### src/rtl/bsg_vanilla_pkg.sv
// Shared vanilla-core package: barrier directions and barcfg CSR layout.
//   barrier_dir_e         : link direction index (P = local core, then mesh and ruche links)
//   barrier_root_code     : dest encoding meaning "this node is the root"
//   barcfg_*_offset_gp    : bit offsets of the src mask and dest fields inside barcfg
package bsg_vanilla_pkg;

  localparam int unsigned barrier_dirs_gp       = 7;
  localparam int unsigned barrier_root_code     = barrier_dirs_gp;
  localparam int unsigned barcfg_src_offset_gp  = 0;
  localparam int unsigned barcfg_dest_offset_gp = 16;

  typedef enum logic [2:0] {
    BarrierP  = 3'd0,
    BarrierW  = 3'd1,
    BarrierE  = 3'd2,
    BarrierN  = 3'd3,
    BarrierS  = 3'd4,
    BarrierRw = 3'd5,
    BarrierRe = 3'd6
  } barrier_dir_e;

  // Width that is never zero, even for a single-value encoding.
  function automatic int unsigned safe_clog2(input int unsigned x);
    return (x <= 1) ? 1 : $clog2(x);
  endfunction

endpackage

### src/rtl/vanilla_barrier_gather.sv
// Masked all-equal gather for the sense-reversal barrier.
//   clk_i, reset_i : clock, synchronous active-high reset
//   src_i          : gather mask, bit d = wait on input d
//   in_i           : effective input vector (bit 0 already replaced by the core Pi bit)
//   gather_o       : gather sense flop, toggles once every masked input has flipped
module vanilla_barrier_gather #(
  parameter int unsigned dirs_p = 7
) (
  input  logic              clk_i,
  input  logic              reset_i,
  input  logic [dirs_p-1:0] src_i,
  input  logic [dirs_p-1:0] in_i,
  output logic              gather_o
);

  logic gather_r;
  logic all_match;

  // A masked input has arrived when it differs from the current sense.
  // An empty mask never matches, so an unconfigured node stays idle.
  always_comb begin
    all_match = (src_i != '0) &&
                (((in_i ^ {dirs_p{gather_r}}) & src_i) == src_i);
  end

  always_ff @(posedge clk_i) begin
    if (reset_i) begin
      gather_r <= 1'b0;
    end else if (all_match) begin
      gather_r <= ~gather_r;
    end
  end

  assign gather_o = gather_r;

endmodule

### src/rtl/vanilla_barrier_node.sv
// Per-tile barrier switch beside the vanilla core.
//   clk_i, reset_i    : clock, synchronous active-high reset
//   barrier_src_r_i   : gather mask from barcfg
//   barrier_dest_r_i  : parent direction from barcfg; barrier_dirs_p means root
//   pi_i              : core Pi bit, used as input direction 0
//   barrier_data_i    : link inputs from neighbours (bit 0 ignored)
//   barrier_data_o    : link outputs (bit 0 tied low)
//   po_o              : release bit returned to the core
//   pending_o         : core barrier still outstanding (pi_i != po_o)
//   epoch_o           : number of release toggles since reset, wrapping
module vanilla_barrier_node
  import bsg_vanilla_pkg::*;
#(
  parameter  int unsigned barrier_dirs_p     = 7,
  parameter  int unsigned epoch_width_p      = 16,
  localparam int unsigned barrier_lg_dirs_lp = safe_clog2(barrier_dirs_p + 1)
) (
  input  logic                          clk_i,
  input  logic                          reset_i,
  input  logic [barrier_dirs_p-1:0]     barrier_src_r_i,
  input  logic [barrier_lg_dirs_lp-1:0] barrier_dest_r_i,
  input  logic                          pi_i,
  input  logic [barrier_dirs_p-1:0]     barrier_data_i,
  output logic [barrier_dirs_p-1:0]     barrier_data_o,
  output logic                          po_o,
  output logic                          pending_o,
  output logic [epoch_width_p-1:0]      epoch_o
);

  localparam logic [barrier_lg_dirs_lp-1:0] RootCode = barrier_lg_dirs_lp'(barrier_dirs_p);
  localparam logic [barrier_lg_dirs_lp-1:0] LocalCode = barrier_lg_dirs_lp'(BarrierP);

  logic [barrier_dirs_p-1:0] in_vec;
  logic                      gather_r;
  logic                      release_r, release_d;
  logic [epoch_width_p-1:0]  epoch_r;
  logic                      is_root, dest_valid;
  logic                      unused_data0;

  // Link bit 0 has no neighbour; the local core's Pi takes its place.
  assign in_vec       = {barrier_data_i[barrier_dirs_p-1:1], pi_i};
  assign unused_data0 = barrier_data_i[0];

  vanilla_barrier_gather #(
    .dirs_p (barrier_dirs_p)
  ) u_gather (
    .clk_i    (clk_i),
    .reset_i  (reset_i),
    .src_i    (barrier_src_r_i),
    .in_i     (in_vec),
    .gather_o (gather_r)
  );

  assign is_root    = (barrier_dest_r_i == RootCode);
  assign dest_valid = ((barrier_dest_r_i < RootCode) && (barrier_dest_r_i != LocalCode)) ||
                      is_root;

  always_comb begin
    release_d = release_r;
    if (is_root) begin
      release_d = gather_r;
    end else if (dest_valid) begin
      release_d = barrier_data_i[barrier_dest_r_i];
    end
  end

  always_ff @(posedge clk_i) begin
    if (reset_i) begin
      release_r <= 1'b0;
      epoch_r   <= '0;
    end else begin
      release_r <= release_d;
      if (release_d != release_r) begin
        epoch_r <= epoch_r + 1'b1;
      end
    end
  end

  // Parent link carries the gathered bit upward; every other link relays release down.
  always_comb begin
    barrier_data_o = '0;
    for (int d = 1; d < int'(barrier_dirs_p); d++) begin
      if (dest_valid && !is_root && (barrier_dest_r_i == barrier_lg_dirs_lp'(d))) begin
        barrier_data_o[d] = gather_r;
      end else begin
        barrier_data_o[d] = release_r;
      end
    end
  end

  assign po_o      = release_r;
  assign pending_o = pi_i ^ release_r;
  assign epoch_o   = epoch_r;

endmodule

### config.mk
export PLATFORM = sky130hd
export DESIGN_NAME = vanilla_barrier_node
export DESIGN_NICKNAME = d
export VERILOG_FILES = /design/src/rtl/bsg_vanilla_pkg.sv /design/src/rtl/vanilla_barrier_gather.sv /design/src/rtl/vanilla_barrier_node.sv
export SDC_FILE = /design/constraint.sdc
export NUM_CORES = 1
export LEC_CHECK = 0
export ABC_AREA = 1
export BUFFER_PORTS_ARGS = -buffer_cell sky130_fd_sc_hd__buf_2
export CORE_AREA = 2 2 62 64
export DETAILED_ROUTE_END_ITERATION = 10
export DIE_AREA = 0 0 64 66
export HOLD_SLACK_MARGIN = 0.08
export PLACE_DENSITY = 0.75
export SYNTH_ARGS = -nofsm -noshare
export SYNTH_HDL_FRONTEND = slang
export SYNTH_SLANG_ARGS = --single-unit
### constraint.sdc
create_clock -name clk_i -period 1.3 [get_ports clk_i]
set_input_delay 0.065 -clock clk_i [delete_from_list [all_inputs] [get_ports clk_i]]
set_output_delay 0.065 -clock clk_i [all_outputs]
set_load 0.02 [all_outputs]
==> summary.txt <==
Sequential-to-total area share from yosys stat: 0.217
Power per cell area: 690 nW/um^2
Initial antenna violation count: 0
CTS tree: yes
Critical path data arrival time: 1240 ps
Outcome: finished, violations left
Leakage: 0.998 nW
Mapped Cells: 243
Largest net degree at the start of global routing: 17
Min-Delay Path Class: in -> reg
Seq cells post-synth: 18
CTS Sinks: 18
Final core occ: 0.647
Setup slack after layout: -3.58 ps
Placed standard-cell area: 2030 sq um
Primary FF master, synth: dfxtp_1
Total chip power: 0.00158 W
Vias/cell: 5.18
Area leader, netlist: dfxtp_1
Non-filler cells, final: 356
GRT overflow: 0
Final GP Congestion: 0.833
Startpoint Class: flip-flop
Synth Cell Area: 1660 sq um
Number of DRC markers in iteration 0: 183
Final hold vios: 0
Area contributors post-synth: dfxtp_1 22%, nand2_1 12%, nand3_1 9.4%, nand3_2 8.4%, a21oi_2 6.3%
1st-pass router iterations: 4
Antenna diodes: 0
Initial core utilization: 0.467
Worst vdd ir: 0.000391 V
Final setup viols: 2
RSZ-0062 raised after global routing: true
Synth top area share: 0.217
Post-synth top cells: 54 x nand2_1, 31 x nand3_1, 27 x nor2_1
Cell variety after synth: 28
WL/cell: 13.0 um
Syn Nets: 264
Ys Warns: 0
Net count, final: 330
Minimum clock period: 1300 ps
CTS Buffer Depth: 2
Crit. End Element: primary output
Clock root buffer: clkbuf_4
Placed Instances: 341
Vias in the first global route: 1662
Pre-CTS setup slack: -36.4 ps
DRT Wirelength: 4640 um
Port Buffers: 42
Area delta synth->final: 38.4%
Fmax: 0.767 GHz
CP Max Fanout: 11
Core ar.: 3550 sq um
# IOs: 45
DIE WIDTH: 64 um
Filler cells: 295
Vias: 1845
Worst skew pair latency: 310 ps
H-tree Lvls: 1
Residual DRC: 0
Final instance area: 2300 sq um
Syn_area_per_cell: 6.83 sq um
Final ANT Viol Nets: 0
Failing checks: negative setup slack
Dominant cell by count in the synthesized netlist: nand2_1
First-pass GRT wire length: 6920 um
Gr usage total: 0.201
Worst Skew: 4.90 ps
Max-cap violation count: 0
EDFF count, synth: 0
Worst Path Required: 1240 ps
Ratio of cells with drive above 1 in the final layout: 0.503
HPWL after DPL: 2980 um
Worst-path clk slew: 120 ps
TritonCTS buffer count: 3
Tcrit/Tclk final: 1.00
WS Path Type: reg -> out
Cell row count: 22
Die area: 4220 sq um
Slew Limit Fails: 0
Die Y: 66 um
FFs w/ async S/R, synth: 0
## layout make-up
class                   count  area [sq um]  area share
clock buffers               4          36.3      0.0158
inverters                  25           104      0.0452
multi-input cells         192          1250       0.546
flip-flops and latches     18           393       0.171
well taps                  48          60.1      0.0262
repair buffers             69           450       0.196
## path summary, 6_finish.rpt
kind / start / endpoint / slack, ps / depth (start not counted)
worst min register to register: epoch_o[9]$_SDFFE_PP0P_ / epoch_o[9]$_SDFFE_PP0P_ / 520 / 2
worst min-delay path: reset_i / epoch_o[15]$_SDFFE_PP0P_ / 160 / 2
worst max-delay path: po_o$_SDFF_PP0_ / barrier_data_o[3] / -4 / 4
worst max register to register: epoch_o[1]$_SDFFE_PP0P_ / epoch_o[6]$_SDFFE_PP0P_ / -4 / 6
## cell families (layout without fill, tap and decap cells)
kind of cell / after synthesis / after routing / share of synthesized area
and+or+nand+nor: 143 / 146 / 0.456
buffers and inverters: 36 / 98 / 0.130
AOI/OAI and AO/OA: 34 / 34 / 0.133
DFF: 18 / 18 / 0.217
xor gates and xnor gates: 10 / 10 / 0.0528
adders and majority gates: 1 / 1 / 0.00754
other: 1 / 1 / 0.00226
## critical path, cell delays in order (launching register included)
cell	delay [ps]
dfxtp_4	410
buf_12	140
a21oi_2	30
a31oi_1	160
buf_2	190
## repair_timing
item | in CTS | in global routing
buffers inserted | 0 | 8
hold buffers | 0 | 0
cloned | 0 | 3
endpoints found under the setup margin | 10 | 22
resized for setup | 13 | 29
pin swaps | 3 | 15
## power breakdown
part	switching, W	total (W)	internal (W)
Combinational	0.000372	0.000617	0.000245
Sequential	0.0000243	0.000589	0.000565
Clock	0.000206	0.000378	0.000171
Total	0.000603	0.00158	0.000981
## sequential cells by signal, indices dropped and copies added, names as in the netlist
name,flops
epoch_o,16
u_gather.gather_o,1
po_o,1
## cell usage in the layout, fill, tap and decap left out, types with 2 or more instances in the layout
| master | Yosys | layout |
|---|---|---|
| a21oi_1 | 9 | 8 |
| a21oi_2 | 12 | 12 |
| a31oi_1 | 2 | 2 |
| buf_12 | 2 | 3 |
| buf_2 | 2 | 42 |
| buf_4 | 1 | 24 |
| clkbuf_4 | 0 | 3 |
| dfxtp_1 | 18 | 6 |
| dfxtp_2 | 0 | 5 |
| dfxtp_4 | 0 | 7 |
| inv_1 | 20 | 19 |
| inv_2 | 3 | 4 |
| nand2_1 | 54 | 45 |
| nand2_2 | 3 | 10 |
| nand2_4 | 5 | 6 |
| nand2_8 | 0 | 3 |
| nand3_1 | 31 | 27 |
| nand3_2 | 14 | 19 |
| nand3_4 | 2 | 2 |
| nand4_1 | 5 | 5 |
| nor2_1 | 27 | 20 |
| nor2_2 | 0 | 5 |
| nor2_4 | 1 | 3 |
| o21ai_0 | 10 | 8 |
| o21ai_1 | 0 | 2 |
| xnor2_1 | 3 | 2 |
| xor2_1 | 7 | 7 |
## metrics by stage
step	setup TNS (ps)	hold slack (ps)
2_1_floorplan	-326	254
3_3_place_gp	-12.8	439
3_5_place_dp	-106	439
4_1_cts	-17.4	171
5_1_grt	-414	178
6_report	-3.90	160
## routing by layer
| layer | up-vias | GRT usage | wire, um |
|---|---|---|---|
| met5 | - | 0 | 0 |
| met4 | 0 | 0.0625 | 92 |
| met3 | 9 | 0.0221 | 189 |
| met2 | 46 | 0.353 | 2320 |
| met1 | 857 | 0.257 | 2030 |
| li1 | 933 | - | - |
Power figures use the tool's default switching activity.
